File: src/rtl/multiclickreg.sv
// multiclickreg: multichannel pulse registrar with a free-running timestamp
// timer, wrap markers, a record FIFO drained over valid/ready, and drop
// accounting when the FIFO overflows.
module multiclickreg #(
  parameter  int CHANNELS   = 4,
  parameter  int TIMER_W    = 39,
  parameter  int FIFO_DEPTH = 16,
  localparam int DATA_W     = CHANNELS + 1 + TIMER_W
) (
  input  logic                clk,
  input  logic                reset_n,
  input  logic [CHANNELS-1:0] channel,
  input  logic [CHANNELS-1:0] chan_mask,
  input  logic                edge_mode,
  input  logic                clear,
  input  logic                operate,
  output logic [DATA_W-1:0]   data,
  output logic                valid,
  input  logic                ready,
  output logic [15:0]         lost_count,
  output logic                overflow
);

  localparam int AW = (FIFO_DEPTH > 1) ? $clog2(FIFO_DEPTH) : 1;
  localparam int CW = AW + 1;

  // Registered state and its next-state values
  logic [TIMER_W-1:0]  timer_q, timer_d;
  logic [CHANNELS-1:0] chan_q, chan_d;
  logic [AW-1:0]       wr_ptr_q, wr_ptr_d;
  logic [AW-1:0]       rd_ptr_q, rd_ptr_d;
  logic [CW-1:0]       count_q, count_d;
  logic [15:0]         lost_count_q, lost_count_d;
  logic                overflow_q, overflow_d;
  logic [DATA_W-1:0]   mem_q [FIFO_DEPTH];

  // Combinational control signals
  logic [CHANNELS-1:0] hits_s;
  logic                wrap_s;
  logic                push_req_s;
  logic                valid_s;
  logic                pop_s;
  logic                full_s;
  logic                wr_en_s;
  logic                drop_s;
  logic [DATA_W-1:0]   rec_s;

  // Hit detection and record assembly from the current sample and timer
  always_comb begin
    hits_s     = {CHANNELS{1'b0}};
    wrap_s     = 1'b0;
    push_req_s = 1'b0;
    rec_s      = {DATA_W{1'b0}};
    if (edge_mode) begin
      hits_s = chan_mask & channel & ~chan_q;
    end else begin
      hits_s = chan_mask & channel;
    end
    wrap_s     = (timer_q == {TIMER_W{1'b0}});
    push_req_s = (hits_s != {CHANNELS{1'b0}}) || (wrap_s && operate);
    rec_s      = {hits_s, wrap_s, timer_q};
  end

  // FIFO handshake: pop only a record already visible, accept a push into a
  // full FIFO only when a pop frees a slot in the same cycle
  always_comb begin
    valid_s = (count_q != {CW{1'b0}});
    full_s  = (count_q == CW'(FIFO_DEPTH));
    pop_s   = valid_s && ready;
    wr_en_s = 1'b0;
    drop_s  = 1'b0;
    if (reset_n && push_req_s) begin
      if (!full_s || pop_s) begin
        wr_en_s = 1'b1;
      end else begin
        drop_s = 1'b1;
      end
    end else begin
      wr_en_s = 1'b0;
      drop_s  = 1'b0;
    end
  end

  // Next-state for timer, previous sample, FIFO pointers and drop accounting
  always_comb begin
    timer_d      = timer_q;
    chan_d       = channel;
    wr_ptr_d     = wr_ptr_q;
    rd_ptr_d     = rd_ptr_q;
    count_d      = count_q;
    lost_count_d = lost_count_q;
    overflow_d   = overflow_q;

    if (clear) begin
      timer_d = {TIMER_W{1'b0}};
    end else begin
      timer_d = timer_q + TIMER_W'(1);
    end

    if (wr_en_s) begin
      wr_ptr_d = wr_ptr_q + AW'(1);
    end else begin
      wr_ptr_d = wr_ptr_q;
    end

    if (pop_s) begin
      rd_ptr_d = rd_ptr_q + AW'(1);
    end else begin
      rd_ptr_d = rd_ptr_q;
    end

    case ({wr_en_s, pop_s})
      2'b10:   count_d = count_q + CW'(1);
      2'b01:   count_d = count_q - CW'(1);
      default: count_d = count_q;
    endcase

    if (drop_s) begin
      overflow_d = 1'b1;
      if (lost_count_q != 16'hFFFF) begin
        lost_count_d = lost_count_q + 16'd1;
      end else begin
        lost_count_d = lost_count_q;
      end
    end else begin
      overflow_d   = overflow_q;
      lost_count_d = lost_count_q;
    end
  end

  // State registers with synchronous active-low reset
  always_ff @(posedge clk) begin
    if (!reset_n) begin
      timer_q      <= {TIMER_W{1'b0}};
      chan_q       <= {CHANNELS{1'b0}};
      wr_ptr_q     <= {AW{1'b0}};
      rd_ptr_q     <= {AW{1'b0}};
      count_q      <= {CW{1'b0}};
      lost_count_q <= 16'd0;
      overflow_q   <= 1'b0;
    end else begin
      timer_q      <= timer_d;
      chan_q       <= chan_d;
      wr_ptr_q     <= wr_ptr_d;
      rd_ptr_q     <= rd_ptr_d;
      count_q      <= count_d;
      lost_count_q <= lost_count_d;
      overflow_q   <= overflow_d;
    end
  end

  // Record storage; contents need no reset since reads are gated by valid
  always_ff @(posedge clk) begin
    if (wr_en_s) begin
      mem_q[wr_ptr_q] <= rec_s;
    end
  end

  // Output the FIFO head, forced to zero when nothing is buffered
  always_comb begin
    valid      = valid_s;
    lost_count = lost_count_q;
    overflow   = overflow_q;
    if (valid_s) begin
      data = mem_q[rd_ptr_q];
    end else begin
      data = {DATA_W{1'b0}};
    end
  end

endmodule

File: config.mk
export PLATFORM = sky130hd
export DESIGN_NAME = multiclickreg
export DESIGN_NICKNAME = d
export VERILOG_FILES = /design/src/rtl/multiclickreg.sv
export SDC_FILE = /design/constraint.sdc
export NUM_CORES = 1
export LEC_CHECK = 0
export BUFFER_PORTS_ARGS = -buffer_cell sky130_fd_sc_hd__buf_2
export CAP_MARGIN = 20
export CORE_AREA = 2 2 352 354
export CTS_CLUSTER_DIAMETER = 100
export CTS_CLUSTER_SIZE = 24
export DETAILED_ROUTE_END_ITERATION = 8
export DIE_AREA = 0 0 354 356
export SYNTH_ARGS = -nofsm -noshare
export SYNTH_HDL_FRONTEND = slang
export SYNTH_SLANG_ARGS = --single-unit
File: constraint.sdc
create_clock -name clk -period 6.01 [get_ports clk]
set_input_delay 0.601 -clock clk [delete_from_list [all_inputs] [get_ports clk]]
set_output_delay 0.601 -clock clk [all_outputs]
set_load 0.1 [all_outputs]
Word-level counts from Yosys, hierarchy flattened
Memories as Yosys holds them, arrays and structs flattened. A register that Yosys moved wholly into a read port is not among the register bits. Index checks and enable logic that the tools add are counted.

$add $sub $neg: 6. Equality and inequality tests: 4. Muxes and demuxes: 11. Bitwise logic cells: 4. Reduce and logical (&&, ||, !) cells: 12.

Operators by type and width (number): 44-bit two-way mux (1); 39-bit by 1-bit adder with 39-bit output (second input constant) (1); 39-bit logical NOT (1); 16-bit by 1-bit adder with 16-bit output (second input constant) (1); 16-bit != test (second input constant) (1); 4-bit two-way mux (3); 5-bit one-hot mux with 2 select lines (1); 4-bit by 1-bit adder with 4-bit output (second input constant) (2); 4-bit AND (2); 1-bit two-way mux (6); 5-bit by 1-bit adder with 5-bit output (second input constant) (1); 5-bit equality test (second input constant) (1); 5-bit nonzero test (1); 5-bit by 1-bit subtractor with 5-bit output (second input constant) (1); 4-bit inverter (1); 4-bit nonzero test (1); 1-bit logical AND (3); 2-bit by 1-bit equality test with 1-bit output (second input constant) (1); 2-bit equality test (second input constant) (1); 1-bit logical OR (2); 2-bit AND reduction (1); 2-bit nonzero test (1); 2-bit OR reduction (1); 1-bit logical NOT (1); 1-bit inverter (1).

Register bits: 73. Bits in writable memories: 704. Output and inout port bits: 62. Logic and storage cells: 45. Memories: 1.

Memories: mem_q (depth 16, bits a word 44, rd ports 1, clocked after memory_dff 1, write ports 1, line 35) `logic [DATA_W-1:0] mem_q [FIFO_DEPTH];`.

Logic depth before layout (Yosys ltp)
Depth in word-level cells: 9. Mapped depth: 13. Mapped depth without buffers: 13.

Worst setup path after synthesis
No wires, ideal clock.

Path type: input port to flip-flop. From: in chan_mask[1]. To: mem mem_q[3][0] (netlist name), enable pin. Setup time: 0.500 ns. Arrival: 5.030 ns. Required time: 5.510 ns. Slack: 0.480 ns. Stages on the path: 8. Buffers on the path: 2. Cell sequence: nand2_1 -> a21oi_1 -> or4_1 -> clkbuf_1 -> o211a_1 -> buf_2 -> nand2_1 -> nor3_1.

Cells in the longest elaborated chain, start to end: 9.

RTL lines: start, declared (line 13) `input logic [CHANNELS-1:0] chan_mask,`; 4-bit AND (*) (line 55, 57); 4-bit AND (line 55) `hits_s = chan_mask & channel & ~chan_q;`; 4-bit two-way mux (*) (line 54) `if (edge_mode) begin`; via hits_s[1] (line 38) `logic [CHANNELS-1:0] hits_s;`; 4-bit nonzero test (*) (line 60) `push_req_s = (hits_s != {CHANNELS{1'b0}}) || (wrap_s && operate);`; 1-bit logical OR (*) (line 60); 1-bit logical AND (*) (line 72) `if (reset_n && push_req_s) begin`; 1-bit two-way mux (*) (line 72); 1-bit two-way mux (*) (line 154) `if (wr_en_s) begin`; 1-bit two-way mux (not written as such) (*) (line 155) `mem_q[wr_ptr_q] <= rec_s;`; end, declared (line 35).

Mark *: on every way through the listed nets, which the timed path passes. The rest lies on a longest branch.

==> impl_metrics.tcl <==
set metrics [dict create \
    yosys-top-cells-area "edfxtp_1, mux4_2, dfxtp_1, and2_1, nor2_1" \
    arrival_ns 3.72 \
    maxSlewHeadroom 0.262 \
    slew_violations 0 \
    leakage_nw 9.85 \
    cpPeakStageDelay_ns 0.85 \
    core_area_um2 123000 \
    final_nets 1578 \
    gp_congestion 0.743 \
    syn_to_final_growth_pct 12.3 \
    layout_common_cells "edfxtp_1, mux4_2, buf_2" \
    ant_nets 0 \
    num_rows 129 \
    synth_edf_count 704 \
    cts_buffers 40 \
    netlist_instances 1470 \
    fillers 12060 \
    worst_setup_path_end_kind "output pin" \
    startpoint_type "flip-flop" \
    grt_use_met1 0.141 \
    synth_cell_types 48 \
    crit_slowest_cell "dfxtp_4" \
    via_per_inst 4.43 \
    path_buf_inv 2 \
    dieWidth_um 354 \
    synth_area_per_cell_um2 20.7 \
    hold_viol_final 0 \
    dieHeight_um 356 \
    netlist_area_um2 30400 \
    multi_input_comb_area_um2 7340 \
    wl_per_cell_um 21.2 \
    status "complete, no violations" \
    synthArstFlopShare 0 \
    cp_common_cell "mux4_2" \
    syn_nets 1496 \
    ys_warn_count 0 \
    setup_tns_ns 0 \
    portBuffers 75 \
    synth_top_flop_cell "edfxtp_1" \
    drive_gt1_frac 0.259 \
    grt-busiest-layer "met2" \
    seq_area_um2 22700 \
    path_delay_family "multiplexers" \
    postCtsSetupBuffers 0 \
    clockBufferDepth 3 \
    dp_slack_ns 1.75 \
    final_common_cell "edfxtp_1" \
    ctsHoldBuffers 0 \
    path_cells "buf_4 > mux4_2 > mux4_2 > and2_1 > buf_2" \
    antenna_found_initial 1 \
    cp_data_required_time_ns 5.41 \
    clk_latency_ns 0.63 \
    grt_overflow 0 \
    drv_cap 0 \
    post-route-min-period_ns 4.32 \
    cp_max_fo 34 \
    ios 76 \
    dp_hpwl_um 40900 \
    grt_usage 0.107 \
    cts.repair.resized 0 \
    rsz0062_at_grt "false" \
    clk_transition_reported_paths_ns 0.10 \
    min_path_type "in -> reg" \
    timing.hold.ws_ns 0.218 \
    worstMarginPinSlew_ns 1.11 \
    ys_ff_latch 781 \
    max_freq_mhz 231 \
    h-tree-depth 2 \
    setup_violations 0 \
    period_share 0.719 \
    grt_max_degree 58 \
    crit_type "reg -> out" \
    route.detailed.drc 0 \
    fin_ws_ns 1.69 \
    seq_area_frac_synth 0.747 \
    grt_use_met2 0.190 \
    grt_pass1_wl_um 101000 \
    grt_pass1_vias 14843 \
    vdd_drop_max_mv 0.238 \
    wirelength_um 68400 \
    dieArea_um2 126000 \
    vias 14287 \
    powerDensity_nw_per_um2 394 \
    clock_sinks 781 \
    synth_top_area_frac 0.696 \
    finClkSkew_ns 0.0436 \
    synth_top_cell_by_area "edfxtp_1" \
    cts_tree "yes" \
    cts_root_buf "clkbuf_16" \
    first_pass_iters 6 \
    drt_iter0_markers 1336 \
    fin_util 0.278 \
    use_met3 0.0122 \
    start_util 0.248 \
]
## cells by family (layout without fill, tap and decap cells)
| logic type | count (synthesis) | in the layout | share of synthesized area |
|---|---|---|---|
| AND/OR/NAND/NOR | 260 | 260 | 0.0478 |
| AO/OA/AOI/OAI | 65 | 65 | 0.0127 |
| flip-flops | 781 | 781 | 0.747 |
| multiplexers | 226 | 226 | 0.165 |
| XOR/XNOR | 34 | 34 | 0.00981 |
| other | 0 | 1 | 0 |
| buffers and inverters | 92 | 206 | 0.0125 |
| adder cells (fa/ha/maj) | 12 | 12 | 0.00519 |
## cell usage after synthesis (17+ instances only)
cell type	count
xnor2_1	17
nor2_1	45
inv_1	20
and2_1	53
and3_1	19
nand3_1	22
xor2_1	17
mux4_2	220
a21oi_1	28
dfxtp_1	77
clkbuf_1	44
nand2_1	37
buf_2	18
edfxtp_1	704
## layer usage
| layer | vias to the layer above | wire length [µm] |
|---|---|---|
| met2 | 344 | 35400 |
| met5 | - | 0 |
| li1 | 6170 | - |
| met3 | 54 | 2860 |
| met4 | 0 | 902 |
| met1 | 7719 | 29200 |
## area by class of cell
class | count | share of cell area
timing repair buffer | 111 | 0.0204
tap | 1637 | 0.0601
inverter | 21 | 0.00231
clock inverter | 6 | 0.00382
multi-input combinational | 597 | 0.215
clock buffer | 68 | 0.0324
sequential | 781 | 0.666
antenna | 1 | 0.0000734
## path summary, 6_finish.rpt
path                    from             to  slack [ns]  cells after the start
hold / removal    channel[2]      chan_q[2]        0.22                      2
hold reg to reg     overflow       overflow        0.47                      1
setup / recovery   flip-flop       data[19]        1.69                      5
setup reg to reg  timer_q[1]  mem_q[12][23]        1.75                      8
## flip-flops by register name, indices dropped and copies added, names as in the netlist, named ones only
signal      count
overflow        1
count_q         5
rd_ptr_q        4
chan_q          4
lost_count     16
wr_ptr_q        4
timer_q        39
mem_q         704
## through the flow
stage / area, µm² / instances / total power [mW]
2_1_floorplan: 30400 / 1470 / 9.63
3_3_place_gp: 32800 / 3146 / 10.6
3_5_place_dp: 32800 / 3146 / 10.7
4_1_cts: 34100 / 3220 / 13.7
5_1_grt: 34100 / 3221 / 14.0
6_report: 34100 / 3222 / 13.4
## report_power, final
part	switching (mW)	internal, mW	total, mW
registers	0.142	5.99	6.13
logic	2.92	1.31	4.24
clock network	1.74	1.32	3.06
No activity file was read; power rests on OpenSTA's default activity.
